<file path="src/rtl/jk_cnt_pkg.sv">
// Shared JK excitation encodings and the helper that picks the J/K pair
// needed to move a single flip-flop from its current value to a wanted one.
package jk_cnt_pkg;

   localparam logic [1:0] JK_HOLD = 2'b00;
   localparam logic [1:0] JK_CLR  = 2'b01;
   localparam logic [1:0] JK_SET  = 2'b10;
   localparam logic [1:0] JK_TGL  = 2'b11;

   // Returns {j,k}; unchanged bits always get HOLD so idle stages see J=K=0.
   function automatic logic [1:0] jk_excite(input logic cur, input logic nxt);
      logic [1:0] jk;
      if (cur == nxt)
         jk = JK_HOLD;
      else if (nxt)
         jk = JK_SET;
      else
         jk = JK_CLR;
      return jk;
   endfunction

endpackage

</file>
<file path="src/rtl/jk_cell.sv">
// One JK flip-flop stage with asynchronous active-low clear.
module jk_cell
   import jk_cnt_pkg::*;
(
   input  logic clk,
   input  logic reset,
   input  logic j,
   input  logic k,
   output logic q
);

   always_ff @(posedge clk or negedge reset) begin
      if (!reset) begin
         q <= 1'b0;
      end else begin
         case ({j, k})
            JK_HOLD: q <= q;
            JK_CLR:  q <= 1'b0;
            JK_SET:  q <= 1'b1;
            JK_TGL:  q <= ~q;
            default: q <= q;
         endcase
      end
   end

endmodule

</file>
<file path="src/rtl/jk_updown_counter.sv">
// Modulo-N up/down counter built from JK stages, with parallel load and cascade tc.
// Define JK_CNT_SAT_EN to saturate at the terminal values instead of wrapping.
module jk_updown_counter
   import jk_cnt_pkg::*;
#(
   parameter int WIDTH   = 4,
   parameter int MODULUS = 16
) (
   input  logic             clk,
   input  logic             reset,
   input  logic             en,
   input  logic             up,
   input  logic             load,
   input  logic [WIDTH-1:0] d,
   output logic [WIDTH-1:0] q,
   output logic             tc,
   output logic             wrap
);

   localparam logic [WIDTH-1:0] MAX_VAL = WIDTH'(MODULUS - 1);
   localparam logic [WIDTH-1:0] ONE     = WIDTH'(1);
   // One bit wider so MODULUS == 2**WIDTH is representable in the clamp compare.
   localparam logic [WIDTH:0]   MOD_EXT = (WIDTH + 1)'(MODULUS);

   logic [WIDTH-1:0] nxt;
   logic [WIDTH-1:0] j;
   logic [WIDTH-1:0] k;
   logic             wrap_nxt;

   always_comb begin
      tc = en & ((up & (q == MAX_VAL)) | (~up & (q == '0)));
   end

   always_comb begin
      nxt      = q;
      wrap_nxt = 1'b0;
      if (load) begin
         nxt = ({1'b0, d} >= MOD_EXT) ? MAX_VAL : d;
      end else if (en) begin
`ifdef JK_CNT_SAT_EN
         if (!tc)
            nxt = up ? q + ONE : q - ONE;
`else
         if (tc)
            nxt = up ? '0 : MAX_VAL;
         else
            nxt = up ? q + ONE : q - ONE;
         wrap_nxt = tc;
`endif
      end
   end

   always_comb begin
      j = '0;
      k = '0;
      for (int i = 0; i < WIDTH; i++) begin
         {j[i], k[i]} = jk_excite(q[i], nxt[i]);
      end
   end

   for (genvar i = 0; i < WIDTH; i++) begin : g_cell
      jk_cell u_cell (
         .clk   (clk),
         .reset (reset),
         .j     (j[i]),
         .k     (k[i]),
         .q     (q[i])
      );
   end

   always_ff @(posedge clk or negedge reset) begin
      if (!reset)
         wrap <= 1'b0;
      else
         wrap <= wrap_nxt;
   end

endmodule

</file>
<file path="config.mk">
export PLATFORM = sky130hd
export DESIGN_NAME = jk_updown_counter
export DESIGN_NICKNAME = d
export VERILOG_FILES = /design/src/rtl/jk_cnt_pkg.sv /design/src/rtl/jk_cell.sv /design/src/rtl/jk_updown_counter.sv
export SDC_FILE = /design/constraint.sdc
export NUM_CORES = 1
export LEC_CHECK = 0
export ABC_CLOCK_PERIOD_IN_PS = 2400
export CAP_MARGIN = 5
export CORE_MARGIN = 2
export CORE_UTILIZATION = 41
export CTS_CLUSTER_SIZE = 20
export DETAILED_ROUTE_END_ITERATION = 8
export GPL_ROUTABILITY_DRIVEN = 0
export PLACE_DENSITY = 0.73
export SLEW_MARGIN = 20
export SYNTH_ARGS = -nofsm -noshare
export SYNTH_HDL_FRONTEND = slang
export SYNTH_SLANG_ARGS = --single-unit
</file>
<file path="constraint.sdc">
create_clock -name clk -period 2.4 [get_ports clk]
set_input_delay 0.6 -clock clk [delete_from_list [all_inputs] [get_ports clk]]
set_output_delay 0.6 -clock clk [all_outputs]
set_load 0.02 [all_outputs]
</file>
# [Yosys cells after proc, flatten, opt, wreduce, memory -nomap -nowiden]
# Index checks and enable logic that the tools add are counted.
[totals] regBits=5 inputBits=9 out_inout_bits=6
[classes] n_addsub=2 n_eq_ne=17 mux=19 bitwise_logic=9 n_reduce_logical=5
[op_table] op="$mux W4" n=5
[op_table] op="$eq A2 B2 Y1 const B" n=8
[op_table] op="$mux W2" n=8
[op_table] op="$pmux W1 S3" n=4
[op_table] op="$eq A2 B1 Y1 const B" n=4
[op_table] op="$logic_not A2 Y1" n=4
[op_table] op="$not A1 Y1" n=5
[op_table] op="$add A4 B1 Y4 const B" n=1
[op_table] op="$eq A1 B1 Y1" n=4
[op_table] op="$eq A4 B4 Y1 const B" n=1
[op_table] op="$logic_not A4 Y1" n=1
[op_table] op="$sub A4 B1 Y4 const B" n=1
[op_table] op="$and A1 B1 Y1" n=3
[op_table] op="$mux W1" n=2
[op_table] op="$or A1 B1 Y1" n=1

# [Longest topological paths before layout]
[logic_depth] depth_word=11 mapped_depth=8 ltp_nobuf=8

# [Modules after synthesis]
# Synthesis repeated with hierarchy kept, for this count alone.
[hier_totals] cells_unflattened=60 area_unflattened_um2=490.5
[modules_own_cells] mod="jk_updown_counter" n_inst=1 cells_per_inst=48 area_per_inst_um2=355.3 seq_area_each_um2=25.0
[modules_own_cells] mod="jk_cell" n_inst=4 cells_per_inst=3 area_per_inst_um2=33.8 seq_area_each_um2=25.0

# [Worst setup path after synthesis]
# No wires, ideal clock.
[synth_timing] kind="input to register" startpoint="input port up" endpoint="register g_cell[3].u_cell.q" setup_time_ns=0.125 arrival_time_ns=2.284 t_required_ns=2.275 setup_slack_ns=-0.009 stages=8 cell_sequence="inv_1 -> ha_1 -> a21oi_1 -> and2_1 -> a311oi_1 -> o31a_1 -> ha_1 -> mux2_2"
[synth_between] elab_chain_len=11 elab_cells_between_ends=18 cone_classes="eq/ne: 4; mux: 8; bitwise: 5; reduce/logical: 1"
[synth_rtl] item="from (decl)" line_no="jk_updown_counter.sv:12" text="input logic up,"
[synth_rtl] item="$not A1 Y1" line_no="jk_updown_counter.sv:31" text="tc = en & ((up & (q == MAX_VAL)) | (~up & (q == '0)));"
[synth_rtl] item="$and A1 B1 Y1" line_no="jk_updown_counter.sv:31"
[synth_rtl] item="$or A1 B1 Y1" line_no="jk_updown_counter.sv:31"
[synth_rtl] item="$and A1 B1 Y1" line_no="jk_updown_counter.sv:31"
[synth_rtl] item="$mux W4 *" line_no="jk_updown_counter.sv:44" text="if (tc)"
[synth_rtl] item="$mux W4 *" line_no="jk_updown_counter.sv:39" text="end else if (en) begin"
[synth_rtl] item="$mux W4 *" line_no="jk_updown_counter.sv:37" text="if (load) begin"
[synth_rtl] item="$mux W2 / $eq A1 B1 Y1 (equally long branches)" line_no="jk_cnt_pkg.sv:15, jk_cnt_pkg.sv:13"
[synth_rtl] item="$mux W2 *" line_no="jk_cnt_pkg.sv:13" text="if (cur == nxt)"
[synth_rtl] item="$eq A2 B2 Y1 / $eq A2 B1 Y1 (equally long branches)" line_no="jk_cell.sv:16" text="case ({j, k})"
[synth_rtl] item="$pmux W1 S3" line_no="jk_cell.sv:16"
[synth_rtl] item="to (signal assigned)" line_no="jk_cell.sv:17" text="JK_HOLD: q <= q;"
[synth_rtl] item="to (signal assigned)" line_no="jk_cell.sv:20" text="JK_TGL: q <= ~q;"
[synth_rtl] item="to (signal assigned)" line_no="jk_cell.sv:21" text="default: q <= q;"
[synth_rtl] item="to (decl)" line_no="jk_cell.sv:9" text="output logic q"
# Mark *: on every way between the ends. The rest lies on a longest branch, timed or not.
# A chain may end at the register's enable or synchronous reset.

# [Worst setup path in the final report]
[layout_timing] startpoint="register g_cell[2].u_cell.q" endpoint="register g_cell[3].u_cell.q"
[layout_between] elab_chain_len=11 elab_cells_between_ends=20 cone_classes="add/sub: 2; eq/ne: 5; mux: 7; bitwise: 4; reduce/logical: 2"
[layout_rtl] item="from (decl)" line_no="jk_cell.sv:9"
[layout_rtl] item="from (signal assigned)" line_no="jk_cell.sv:17"
[layout_rtl] item="from (signal assigned)" line_no="jk_cell.sv:20"
[layout_rtl] item="from (signal assigned)" line_no="jk_cell.sv:21"
[layout_rtl] item="$eq A4 B4 Y1 / $logic_not A4 Y1 (equally long branches)" line_no="jk_updown_counter.sv:31"
[layout_rtl] item="$and A1 B1 Y1" line_no="jk_updown_counter.sv:31"
[layout_rtl] item="$or A1 B1 Y1" line_no="jk_updown_counter.sv:31"
[layout_rtl] item="$and A1 B1 Y1" line_no="jk_updown_counter.sv:31"
[layout_rtl] item="$mux W4 *" line_no="jk_updown_counter.sv:44"
[layout_rtl] item="$mux W4 *" line_no="jk_updown_counter.sv:39"
[layout_rtl] item="$mux W4 *" line_no="jk_updown_counter.sv:37"
[layout_rtl] item="$mux W2 / $eq A1 B1 Y1 (equally long branches)" line_no="jk_cnt_pkg.sv:15, jk_cnt_pkg.sv:13"
[layout_rtl] item="$mux W2 *" line_no="jk_cnt_pkg.sv:13"
[layout_rtl] item="$eq A2 B2 Y1 / $eq A2 B1 Y1 (equally long branches)" line_no="jk_cell.sv:16"
[layout_rtl] item="$pmux W1 S3" line_no="jk_cell.sv:16"
# Marked as above.

==> out/summary.txt <==
Power per Cell Area = 1120 mW/mm^2
Hold Crit Class = primary input to asynchronous set/reset pin
grt ovf = 0
WL met1 = 484 um
Util after Layout = 63.0%
diode count = 0
total CTS buffers = 3
Synth Net Count = 78
Routed met3 length = 71 um
CP max FO = 8
ys async rst share = 100%
H-tree depth = 1
antenna violations before repair = 0
layout cells sized above 1 = 33.3%
placed cell count = 91
drc violations = 0
reg2reg setup slack = 0.10 ns
slowest stage cell, crit path = dfrtp_1
Met2 Routed Length = 645 um
drt wl/cell = 12.6 um
storage element area = 126 um^2
largest net degree at the start of global routing = 10
Root Buffer = clkbuf_4
Antenna Nets Post-Route = 0
most instantiated cells after synthesis = ha_1 (6), inv_1 (6), nand2_1 (6)
final hold violations = 0
Worst Setup Start Kind = flop
core area = 0.00127 mm^2
Leak = 0.000348 uW
synthesized area = 547 um^2
DR top layer = met4
TritonCTS clock tree = yes
Slew headroom = 77.1%
CTS Sinks = 5
Mean Syn Cell Area = 8.82 um^2
Post-Syn Instances = 62
Max-cap violations = 0
Pwr Total = 894 uW
max-slew violation count = 0
ys flop type = dfrtp_1
Max Clk Rate = 0.435 GHz
vias in the first global route = 493
Crit. End Element = flop
synth top area cells = dfrtp_1 (23%), ha_1 (14%), mux2_2 (8.2%)
Initial Utilization = 43.1%
clk_skew = 0.00631 ns
Ports = 15
fin crit share = 95.7%
Max rail drop VDD = 0.550 mV
WP data arrival = 2.43 ns
Synth Register Bits = 5
via count = 510
maximum clock path buffer count = 2
Crit Path Class = flop to flop
Layout Cells excl Fill = 96
Detailed Routing Iterations Pass 1 = 4
area share of the largest cell type after synthesis = 22.9%
Fillers = 117
Final min period = 2.30 ns
Worst EP required = 2.53 ns
Post-synth EDFFs = 0
area occupied by multi-input gates = 408 um^2
worst-path cell chain = ha_4 -> nand3_2 -> a211oi_2 -> a311oi_2 -> o31a_1 -> ha_1 -> mux2_2
Syn-to-layout area delta = 46.2%
Clock Latency Late Sink = 0.25 ns
Die W = 40.5 um
DP Worst Slack = -0.554 ns
final worst slack = 0.104 ns
outcome = finished, final reports clean
post-DP HPWL = 933 um
Slew @ Worst Pin = 0.344 ns
synth unique cells = 29
Initial DRC Count = 1
sequential area share after synthesis = 22.9%
die area = 0.00164 mm^2
via/cell ratio = 5.31
Port Buf Inserts = 14
Final Setup Violations = 0
Ys Warns = 0
Clock Pin Slew Worst Setup and Hold Paths = 0.05 ns
Die H = 40.5 um
Critical Path Max Stage Delay = 0.49 ns
row count = 13
total track usage = 19.1%
most area-hungry cell type in the Yosys netlist = dfrtp_1
first-pass GRT wire length = 1990 um
# hold bufs at CTS = 0
Post-layout nets = 98
Routed WL = 1210 um
## where the power goes
part | internal, uW | switching (uW)
sequential | 120 | 67.3
combinational | 332 | 275
clock | 63.1 | 37.3
## placed cells by master (no fill, tap or decap), types with 2 or more instances in the layout
cell / count
a311oi_2: 2
dfrtp_1: 4
nand2_1: 6
xnor2_1: 2
mux2_2: 4
inv_1: 5
o21ai_1: 2
buf_4: 7
o21ai_0: 3
ha_1: 5
clkbuf_4: 3
clkdlybuf4s50_1: 12
nand3_1: 2
## registers in the layout, summed over array words and instances, names as in the netlist
name / flops
g_cell.u_cell.q: 4
wrap: 1
## repair_timing
action	4_1_cts	5_1_grt
buffers inserted	0	1
setup endpoints to repair	4	3
resized for setup	6	9
pin swaps	6	4
## per-layer routing
layer  up-vias  global-route usage (%)
li1        255                       -
met1       237                    20.5
met2        16                    31.3
met3         2                    10.6
met4         0                    6.67
met5         -                       0
## critical path, delay by kind of cell (launching register included)
kind                     cells  cell delay [ns]
multiplexers                 1             0.32
AND/OR/NAND/NOR              1             0.09
AO/OA/AOI/OAI                3             0.63
flip-flops                   1             0.49
adder cells (fa/ha/maj)      2             0.65
## stage by stage
stage	cell area, um^2	hold slack [ns]	setup TNS (ns)
floorplan	559	0.304	0
detailed placement	728	0.614	-1.89
global placement	728	0.612	-1.79
global route	800	0.588	-0.00323
CTS	761	0.571	0
finish	800	0.578	0
## area by class of cell
class                           count  share of cell area, %
Multi-Input combinational cell     44                   51.0
Timing Repair Buffer               22                   24.7
Sequential cell                     5                   15.8
Clock buffer                        4                   3.29
Inverter                            6                   2.82
Tap cell                           15                   2.35
## cell families after synthesis
| family | synth area share, % |
|---|---|
| fa+ha+maj | 17.4 |
| mux | 10.1 |
| flops | 22.9 |
| xor+xnor | 3.20 |
| compound gates | 16.9 |
| simple gates | 17.6 |
| buf+inv | 11.9 |
## path summary, 6_finish.rpt
path,start,endpoint,cells past startpoint
max,g_cell[2].u_cell.q,g_cell[3].u_cell.q,7
min,reset,g_cell[2].u_cell.q,1
max reg2reg,g_cell[2].u_cell.q,g_cell[3].u_cell.q,7
min reg2reg,g_cell[0].u_cell.q,g_cell[0].u_cell.q,1
max in group asynchronous,reset,g_cell[1].u_cell.q,1
min in group clk,g_cell[0].u_cell.q,g_cell[0].u_cell.q,1
Power figures use the tool's default switching activity.
==> patch: new RTL, config.mk and constraints unchanged <==
Register the inputs `en`, `load` and `d` before use. The logic sees them one clock later. The other inputs are not delayed to match.
--- a/src/rtl/jk_updown_counter.sv
+++ b/src/rtl/jk_updown_counter.sv
@@ -22,21 +22,31 @@
    // One bit wider so MODULUS == 2**WIDTH is representable in the clamp compare.
    localparam logic [WIDTH:0]   MOD_EXT = (WIDTH + 1)'(MODULUS);
 
+   logic en_q;
+   logic load_q;
+   logic [WIDTH-1:0] d_q;
+
+   always_ff @(posedge clk) begin
+      en_q   <= en;
+      load_q <= load;
+      d_q    <= d;
+   end
+
    logic [WIDTH-1:0] nxt;
    logic [WIDTH-1:0] j;
    logic [WIDTH-1:0] k;
    logic             wrap_nxt;
 
    always_comb begin
-      tc = en & ((up & (q == MAX_VAL)) | (~up & (q == '0)));
+      tc = en_q & ((up & (q == MAX_VAL)) | (~up & (q == '0)));
    end
 
    always_comb begin
       nxt      = q;
       wrap_nxt = 1'b0;
-      if (load) begin
-         nxt = ({1'b0, d} >= MOD_EXT) ? MAX_VAL : d;
-      end else if (en) begin
+      if (load_q) begin
+         nxt = ({1'b0, d_q} >= MOD_EXT) ? MAX_VAL : d_q;
+      end else if (en_q) begin
 `ifdef JK_CNT_SAT_EN
          if (!tc)
             nxt = up ? q + ONE : q - ONE;
Formal check against the unedited RTL: not equivalent (a bounded check fails within 4 cycles, from zero or initial values and one cycle with reset low).
==> patch against the original RTL <==
  * Sequential cell count is 6 higher
  * Die area grew 20%
  * Critical endpoint is now g_cell[2].u_cell.q
  * First-iteration DRC count grew to 3.0 times the old value
  * Final area rose by 13%
  * Routed wire length grew 1.2%
  * Critical path depth grew 2
  * Synthesized area grew 22%
  * Total power increased by 13%
  * Largest power group unchanged
  * Worst setup slack got worse by 0.094 ns
==> patch: results <==
metrics = {
    "logic_synthesis": {
        "ys_top_cells_by_count": "dfxtp_1, ha_1, inv_1, nand2_1, dfrtp_1",
        "synth_nets": 84,
        "ys.flop_type": "dfxtp_1",
        "async_reset_ff_frac": 0.455,
        "synth_xor_area_frac": 0.0263,
        "synth_cell_types": 30,
        "synthTopCellsByArea": "dfrtp_1, dfxtp_1, ha_1",
        "muxShareOfSynthArea": 0.0826,
        "synthAdderAreaFrac": 0.143,
        "yosysWarnings": 0,
        "ys_seq_area_frac": 0.368,
        "synth-compound-area-share": 0.139,
    },
    "clocking": {
        "clk_pin_slew_ns": 0.07,
        "clock_latency_ns": 0.26,
        "htreeDepth": 1,
        "cts_buffers": 3,
        "clk_path_buf_depth": 2,
        "post_cts.repair.setup_buffers": 0,
        "cts-resized-gates": 4,
        "cts_root_buf": "clkbuf_4",
    },
    "min_path": {
        "hold_class": "in -> async",
    },
    "sta": {
        "finalClockSkew_ns": 0.00756,
        "worst_slew_pin_slew_ns": 0.362,
    },
    "place": {
        "preCtsSetupSlack_ns": -0.559,
        "portBuffers": 14,
        "post-dp-hpwl_um": 953,
    },
    "run_status": {
        "status": "complete, no violations",
    },
    "power_and_ir_drop": {
        "switching_share": 0.388,
        "vdd.ir_drop.worst_uv": 736,
        "leakage_nw": 0.402,
    },
    "detailed_routing": {
        "drtIter0Drc": 3,
        "vias": 524,
        "dr.pass1.iters": 3,
        "ant_nets": 0,
        "wl_per_cell_um": 12.0,
    },
    "grt": {
        "grt_pass1_vias": 492,
        "grt.overflow.total": 0,
        "antenna_found_initial": 0,
        "grt_pass1_wl_um": 2060,
        "grt_use_total": 0.147,
        "grt_max_degree": 11,
    },
    "setup_path": {
        "cpPeakStageDelay_ns": 0.40,
        "reg2regPathDepth": 8,
        "critPathTopFamily": "adder cells",
        "arrival_ns": 2.54,
        "critPathMaxFanout": 2,
        "slowest_stage": "fa_1",
    },
    "cells_and_area": {
        "drive_gt1_frac": 0.291,
        "top_regs": "d_q (4), g_cell.u_cell.q (4)",
        "fillCellCount": 133,
        "insertedDiodeCount": 0,
        "fin_nets": 103,
    },
}
==> patch: routing by layer <==
layer,global-route usage,wire length [um],vias up
li1,-,-,271
met1,0.205,582,238
met2,0.221,586,11
met3,0.0245,38,4
met4,0.0727,18,0
met5,0,0,-
==> patch: per-stage QoR <==
step                setup TNS (ns)  cell area (um^2)  cells
floorplan                        0               679     68
global placement             -1.87               850     98
detailed placement           -1.96               850     98
CTS                              0               877    102
global route               -0.0777               906    102
finish                           0               906    102
==> patch: path summary, 6_finish.rpt <==
kind	slack (ns)	start	end
setup / recovery	0.009	up	g_cell[2].u_cell.q
max in group asynchronous	1.63	reset	g_cell[1].u_cell.q
hold / removal	0.56	reset	g_cell[3].u_cell.q
min in group clk	0.58	load_q	wrap
hold reg to reg	0.58	load_q	wrap
setup reg to reg	0.10	g_cell[1].u_cell.q	g_cell[2].u_cell.q
==> patch: area by class of cell <==
type / instances / area share
Inverter: 6 / 0.0249
Clock buffer: 3 / 0.0249
Multi-Input combinational cell: 44 / 0.441
Sequential cell: 11 / 0.272
Tap cell: 16 / 0.0221
Clock inverter: 1 / 0.00552
Timing Repair Buffer: 21 / 0.210
==> patch: cells by family (layout without fill, tap and decap cells) <==
group / Yosys count / in the layout
flip-flops: 11 / 11
buffers and inverters: 13 / 31
adder cells (fa/ha/maj): 7 / 7
AO/OA/AOI/OAI: 14 / 14
XOR/XNOR: 2 / 2
AND/OR/NAND/NOR: 16 / 16
multiplexers: 5 / 5
==> patch: power groups by stage <==
stage          Combinational, mW  Sequential (mW)  Clock [mW]
5_1_grt                    0.653            0.310       0.142
4_1_cts                    0.546            0.295       0.127
3_3_place_gp               0.517            0.297           0
6_report                   0.587            0.299       0.121
2_1_floorplan              0.403            0.280           0
3_5_place_dp               0.535            0.299           0
